`src/rtl/light_pen_locator.sv`:
```
// -----------------------------------------------------------------------------
// light_pen_locator
//
// Works out which LED-matrix pixel a light pen is pointing at. It watches the
// same one-hot row/column scan that drives the display and the raw photodiode
// level. A position is accepted once it has been hit in CONFIRM_FRAMES
// consecutive frames. While locked, every new pixel is reported straight away,
// so a stroke can be drawn. The lock is dropped after MISS_FRAMES consecutive
// frames with no hit at all.
//
// Parameters:
//   PEN_DELAY      (0..15) cycles the scan address is delayed so that it lines
//                  up with the synchronized pen level
//   CONFIRM_FRAMES (1..15) consecutive same-pixel frames needed to lock
//   MISS_FRAMES    (1..15) consecutive empty frames that drop the lock
//
// Ports:
//   clk        in   system clock
//   rst_n      in   asynchronous reset, active-low
//   scan_row   in   [7:0] one-hot active row of the current scan pixel
//   scan_col   in   [7:0] one-hot active column of the current scan pixel
//   pen_in     in   raw photodiode level, asynchronous, high = light seen
//   pen_valid  out  pen is locked on the matrix
//   pen_row    out  [2:0] binary row of the locked position
//   pen_col    out  [2:0] binary column of the locked position
//   pen_we     out  one-cycle strobe: a new position has been accepted
// -----------------------------------------------------------------------------
module light_pen_locator #(
  parameter int PEN_DELAY      = 2,
  parameter int CONFIRM_FRAMES = 2,
  parameter int MISS_FRAMES    = 4
) (
  input  logic       clk,
  input  logic       rst_n,
  input  logic [7:0] scan_row,
  input  logic [7:0] scan_col,
  input  logic       pen_in,
  output logic       pen_valid,
  output logic [2:0] pen_row,
  output logic [2:0] pen_col,
  output logic       pen_we
);

  localparam logic [3:0] CONF_TH = 4'(CONFIRM_FRAMES);
  localparam logic [3:0] MISS_TH = 4'(MISS_FRAMES);
  localparam logic [3:0] CNT_MAX = 4'd15;

  typedef enum logic {
    ST_SEEK = 1'b0,
    ST_LOCK = 1'b1
  } state_t;

  // ---------------------------------------------------------------------------
  // Pen synchronizer
  // ---------------------------------------------------------------------------
  logic pen_meta_q;
  logic pen_s_q;

  always_ff @(posedge clk or negedge rst_n) begin
    if (!rst_n) begin
      pen_meta_q <= 1'b0;
      pen_s_q    <= 1'b0;
    end else begin
      pen_meta_q <= pen_in;
      pen_s_q    <= pen_meta_q;
    end
  end

  // ---------------------------------------------------------------------------
  // One-hot to binary address encode
  // ---------------------------------------------------------------------------
  logic       row_ok;
  logic       col_ok;
  logic       addr_ok;
  logic [2:0] row_bin;
  logic [2:0] col_bin;
  logic [6:0] addr_raw;

  // Exactly one bit set: nonzero, and clearing the lowest set bit leaves zero.
  assign row_ok  = (scan_row != 8'd0) && ((scan_row & (scan_row - 8'd1)) == 8'd0);
  assign col_ok  = (scan_col != 8'd0) && ((scan_col & (scan_col - 8'd1)) == 8'd0);
  assign addr_ok = row_ok && col_ok;

  // Each binary bit is the OR of the one-hot positions whose index has it set.
  // The result is only meaningful when the input is one-hot.
  assign row_bin = {|(scan_row & 8'hF0), |(scan_row & 8'hCC), |(scan_row & 8'hAA)};
  assign col_bin = {|(scan_col & 8'hF0), |(scan_col & 8'hCC), |(scan_col & 8'hAA)};

  assign addr_raw = {addr_ok, row_bin, col_bin};

  // ---------------------------------------------------------------------------
  // Scan address delay line
  // ---------------------------------------------------------------------------
  logic [6:0] addr_dly;

  generate
    if (PEN_DELAY == 0) begin : g_no_dly
      assign addr_dly = addr_raw;
    end else begin : g_dly
      logic [PEN_DELAY-1:0][6:0] dly_q;

      always_ff @(posedge clk or negedge rst_n) begin
        if (!rst_n) begin
          dly_q <= '0;
        end else begin
          dly_q[0] <= addr_raw;
          for (int i = 1; i < PEN_DELAY; i++) begin
            dly_q[i] <= dly_q[i-1];
          end
        end
      end

      assign addr_dly = dly_q[PEN_DELAY-1];
    end
  endgenerate

  // ---------------------------------------------------------------------------
  // Frame boundary detect and hit qualification
  // ---------------------------------------------------------------------------
  logic       d_ok;
  logic [5:0] d_addr;
  logic       d_zero;
  logic       boundary;
  logic       pen_hit;
  logic       prev_zero_q;
  logic       prev_zero_d;

  assign d_ok   = addr_dly[6];
  assign d_addr = addr_dly[5:0];
  assign d_zero = d_ok && (d_addr == 6'd0);

  // Pixel (0,0) lasts several cycles; only its first cycle starts a frame.
  assign boundary    = d_zero && !prev_zero_q;
  assign prev_zero_d = d_zero;
  assign pen_hit     = pen_s_q && d_ok;

  // ---------------------------------------------------------------------------
  // Tracking state
  // ---------------------------------------------------------------------------
  state_t     state_q, state_d;
  logic [5:0] cand_q, cand_d;
  logic [3:0] conf_q, conf_d;
  logic [3:0] miss_q, miss_d;
  logic       hit_flag_q, hit_flag_d;
  logic [5:0] hit_addr_q, hit_addr_d;
  logic       pen_valid_q, pen_valid_d;
  logic [5:0] pen_pos_q, pen_pos_d;
  logic       pen_we_q, pen_we_d;

  always_ff @(posedge clk or negedge rst_n) begin
    if (!rst_n) begin
      state_q     <= ST_SEEK;
      cand_q      <= 6'd0;
      conf_q      <= 4'd0;
      miss_q      <= 4'd0;
      hit_flag_q  <= 1'b0;
      hit_addr_q  <= 6'd0;
      prev_zero_q <= 1'b0;
      pen_valid_q <= 1'b0;
      pen_pos_q   <= 6'd0;
      pen_we_q    <= 1'b0;
    end else begin
      state_q     <= state_d;
      cand_q      <= cand_d;
      conf_q      <= conf_d;
      miss_q      <= miss_d;
      hit_flag_q  <= hit_flag_d;
      hit_addr_q  <= hit_addr_d;
      prev_zero_q <= prev_zero_d;
      pen_valid_q <= pen_valid_d;
      pen_pos_q   <= pen_pos_d;
      pen_we_q    <= pen_we_d;
    end
  end

  // ---------------------------------------------------------------------------
  // Hit capture: the first qualified hit of a frame wins. On a boundary the
  // registered hit still describes the finished frame (used by the FSM below)
  // while the capture restarts for the new frame, including this very cycle.
  // ---------------------------------------------------------------------------
  always_comb begin
    hit_flag_d = hit_flag_q;
    hit_addr_d = hit_addr_q;
    if (boundary) begin
      hit_flag_d = pen_hit;
      if (pen_hit) begin
        hit_addr_d = d_addr;
      end
    end else if (pen_hit && !hit_flag_q) begin
      hit_flag_d = 1'b1;
      hit_addr_d = d_addr;
    end
  end

  // ---------------------------------------------------------------------------
  // Lock FSM, advanced once per frame boundary
  // ---------------------------------------------------------------------------
  logic [3:0] conf_nxt;
  logic [3:0] miss_nxt;

  always_comb begin
    state_d     = state_q;
    cand_d      = cand_q;
    conf_d      = conf_q;
    miss_d      = miss_q;
    pen_valid_d = pen_valid_q;
    pen_pos_d   = pen_pos_q;
    pen_we_d    = 1'b0;
    conf_nxt    = conf_q;
    miss_nxt    = miss_q;

    if (boundary) begin
      unique case (state_q)
        ST_SEEK: begin
          if (hit_flag_q) begin
            if (hit_addr_q == cand_q) begin
              conf_nxt = (conf_q == CNT_MAX) ? conf_q : conf_q + 4'd1;
            end else begin
              cand_d   = hit_addr_q;
              conf_nxt = 4'd1;
            end
          end else begin
            conf_nxt = 4'd0;
          end
          conf_d = conf_nxt;
          if (conf_nxt >= CONF_TH) begin
            state_d     = ST_LOCK;
            pen_valid_d = 1'b1;
            pen_pos_d   = cand_d;
            pen_we_d    = 1'b1;
            miss_d      = 4'd0;
          end
        end

        ST_LOCK: begin
          if (hit_flag_q) begin
            miss_d = 4'd0;
            // A new pixel while locked is a pen stroke: report it at once.
            if (hit_addr_q != pen_pos_q) begin
              pen_pos_d = hit_addr_q;
              pen_we_d  = 1'b1;
            end
          end else begin
            miss_nxt = (miss_q == CNT_MAX) ? miss_q : miss_q + 4'd1;
            miss_d   = miss_nxt;
            if (miss_nxt >= MISS_TH) begin
              // Coordinates deliberately keep the last locked position.
              state_d     = ST_SEEK;
              pen_valid_d = 1'b0;
              conf_d      = 4'd0;
            end
          end
        end

        default: begin
          state_d = ST_SEEK;
        end
      endcase
    end
  end

  // ---------------------------------------------------------------------------
  // Outputs, all straight from registers
  // ---------------------------------------------------------------------------
  assign pen_valid = pen_valid_q;
  assign pen_row   = pen_pos_q[5:3];
  assign pen_col   = pen_pos_q[2:0];
  assign pen_we    = pen_we_q;

endmodule

```
`config.mk`:
```
export PLATFORM = sky130hd
export DESIGN_NAME = light_pen_locator
export DESIGN_NICKNAME = d
export VERILOG_FILES = /design/src/rtl/light_pen_locator.sv
export SDC_FILE = /design/constraint.sdc
export NUM_CORES = 1
export LEC_CHECK = 0
export CAP_MARGIN = 20
export CELL_PAD_IN_SITES_DETAIL_PLACEMENT = 0
export CELL_PAD_IN_SITES_GLOBAL_PLACEMENT = 1
export CORE_MARGIN = 8
export CORE_UTILIZATION = 45
export CTS_BUF_LIST = sky130_fd_sc_hd__clkbuf_2
export CTS_CLUSTER_SIZE = 10
export DETAILED_ROUTE_END_ITERATION = 10
export GPL_ROUTABILITY_DRIVEN = 0
export PLACE_DENSITY = 0.87
export SLEW_MARGIN = 40
export SYNTH_ARGS = -nofsm -noshare
export SYNTH_HDL_FRONTEND = slang
export SYNTH_SLANG_ARGS = --single-unit
```
`constraint.sdc`:
```
create_clock -name clk -period 3.4 [get_ports clk]
set_input_delay 0.34 -clock clk [delete_from_list [all_inputs] [get_ports clk]]
set_output_delay 0.34 -clock clk [all_outputs]
set_load 0.03 [all_outputs]
```
==> impl_metrics.tcl <==
set metrics [dict create \
    outcome "complete, no violations" \
    cp_common_cell "nor4b_2" \
    ys_ff_latch 47 \
    yosysTopAreaCell "dfrtp_1" \
    timing.fmax_mhz 418 \
    slowest_delay_ns 0.52 \
    final_max_slew_viol_count 0 \
    numCtsBuffers 5 \
    start_util 0.470 \
    finalHoldViolCount 0 \
    cts_root_buf "clkbuf_2" \
    period_needed_ns 2.39 \
    tns_ns 0 \
    p_leak_nw 1.19 \
    arrival_ns 2.75 \
    die_w_microns 89.2 \
    area_growth_pct 16.4 \
    netlist_instances 231 \
    tightest_slew_ns 0.625 \
    syn-mean-instance-area_sq_um 10.4 \
    cts_htree_levels 2 \
    grt_first_pass_wirelength_mm 8.05 \
    layout_common_cells "dfrtp_1 (47), nand2_1 (32), clkdlybuf4s50_1 (25)" \
    cp.buffers_inverters 0 \
    num_vias 1798 \
    dr.pass1.iters 4 \
    yosys_warnings 0 \
    ys_types 52 \
    synth-seq-area-share 0.487 \
    clk-insertion-delay-late_ns 0.43 \
    globalRouteOverflowTotal 0 \
    syn_area_sq_mm 0.00241 \
    cp-start-kind "register" \
    avgRoutedWirePerCell_microns 14.3 \
    end_kind "register" \
    postRouteAntennaNets 0 \
    grt_max_degree 48 \
    io_pins 27 \
    cts_tree "built" \
    mostFrequentLayoutCell "dfrtp_1" \
    synth_area_leaders "dfrtp_1 (49%), mux2_2 (7.5%), nand2_1 (5.0%), xnor2_1 (3.3%), o21ai_0 (2.9%)" \
    criticalPathCategory "register to register" \
    power_mw 0.955 \
    ir_drop_uv 144 \
    maxCapViolCount 0 \
    finalSetupViolCount 0 \
    whs_ns 0.320 \
    hold_path.class "primary input to register" \
    clockBufferDepth 2 \
    synthArstFlopShare 1.00 \
    final_util 0.547 \
    synthFlopType "dfrtp_1" \
    place_area_sq_mm 0.00273 \
    antennaDiodeCount 0 \
    powerDensity_mw_per_mm2 340 \
    yosysTopAreaCellShare 0.487 \
    drt_iter0_drc 95 \
    detail_route.wirelength_mm 4.72 \
    finClkSkew_ns 0.0168 \
    synth_edf_count 0 \
    die_h_microns 89.2 \
    relSlewSlack 0.579 \
    port_buffers 26 \
    postCtsResizedCells 0 \
    grt_antenna_before_repair 0 \
    cts.sinks 47 \
    fin_crit_sh 0.704 \
    viasPerCell 5.47 \
    nets 279 \
    grt_pass1_vias 1749 \
    cp_cell_sequence "nor4b_2, nor4b_2, nor2b_1, o2111a_1, mux2_2" \
    dp_hpwl_mm 3.44 \
    clk_pin_slew_ns 0.25 \
    synth_nets 252 \
    fp-row-count 26 \
    die-area_sq_mm 0.00796 \
    instances_no_fill 329 \
    track_usage 0.130 \
    core-area_sq_mm 0.00514 \
    placed_cells 320 \
    setup_slack_ns 1.01 \
    slowest_stage "nor4b_2" \
    drive_gt1_frac 0.139 \
    rsz0062_at_grt "no" \
    critPathTopFamily "simple AND/OR/NAND/NOR gates" \
    fin_area_sq_mm 0.00281 \
    crit_fanout 7 \
    drc 0 \
    crit_required_ns 3.76 \
    place_ws_ns 0.999 \
]
-- sequential cells by signal, indices dropped and copies added, names as in the netlist --
name / cells
conf_q: 4
state_q: 1
pen_valid: 1
pen_s_q: 1
g_dly.dly_q: 7
pen_meta_q: 1
addr_dly: 7
prev_zero_q: 1
miss_q: 4
hit_addr_q: 6
pen_pos_q: 6
cand_q: 6
hit_flag_q: 1
pen_we: 1
-- cells by family (layout without fill, tap and decap cells) --
logic type / count (synthesis) / after routing / synth area share
and+or+nand+nor: 86 / 86 / 0.198
AOI/OAI and AO/OA: 52 / 52 / 0.149
DFF: 47 / 47 / 0.487
muxes: 20 / 20 / 0.0912
xor gates and xnor gates: 12 / 12 / 0.0435
buffers and inverters: 12 / 40 / 0.0207
adders and majority gates: 2 / 2 / 0.0104
-- cell type report --
| type | instances | area (sq um) |
|---|---|---|
| fill | 477 | 2330 |
| inverter | 5 | 18.8 |
| multi-input combinational | 172 | 1190 |
| clock buffer | 5 | 25.0 |
| sequential | 47 | 1180 |
| timing repair buffer | 27 | 268 |
| tap | 70 | 87.6 |
| clock inverter | 3 | 47.5 |
-- metal layers --
metal,up-vias,GRT usage,part of all wire
met1,848,0.163,0.48
li1,899,-,-
met2,41,0.207,0.46
met5,-,0,0
met3,10,0.0340,0.048
met4,0,0.0559,0.019
-- worst paths after layout --
| kind | startpoint | to | slack (ns) | depth (start not counted) |
|---|---|---|---|---|
| worst min-delay path | pen_in | pen_meta_q$_DFF_PN0_ | 0.32 | 1 |
| worst max-delay path | addr_dly[2]$_DFF_PN0_ | pen_pos_q[2]$_DFFE_PN0P_ | 1.01 | 5 |
| worst max register to register | addr_dly[2]$_DFF_PN0_ | pen_pos_q[2]$_DFFE_PN0P_ | 1.01 | 5 |
| worst min register to register | pen_meta_q$_DFF_PN0_ | pen_s_q$_DFF_PN0_ | 0.38 | 0 |
| min in group asynchronous | rst_n | conf_q[3]$_DFFE_PN0P_ | 0.40 | 2 |
| max in group asynchronous | rst_n | miss_q[0]$_DFFE_PN0P_ | 2.60 | 2 |
-- where the power goes --
part	total [mW]	switching, mW	internal, mW	leakage (nW)
Clock	0.320	0.191	0.129	0.0436
Sequential	0.572	0.00555	0.566	0.594
Combinational	0.0633	0.0318	0.0315	0.550
-- cell usage after synthesis (4+ instances only) --
| master | instances |
|---|---|
| and2_1 | 4 |
| o21ai_0 | 14 |
| mux2_2 | 16 |
| and3_1 | 4 |
| clkbuf_1 | 4 |
| inv_1 | 5 |
| dfrtp_1 | 47 |
| nand4b_1 | 4 |
| nor2_1 | 14 |
| mux2i_1 | 4 |
| nand2_1 | 32 |
| a21oi_1 | 12 |
| xnor2_1 | 9 |
-- timing repair --
action / 4_1_cts / 5_1_grt
hold buffers: 1 / 0
buffers inserted: 0 / 0
endpoints found under the hold margin: 47 / 0
endpoints found under the setup margin: 0 / 0
(Power assumes the default switching activity.)
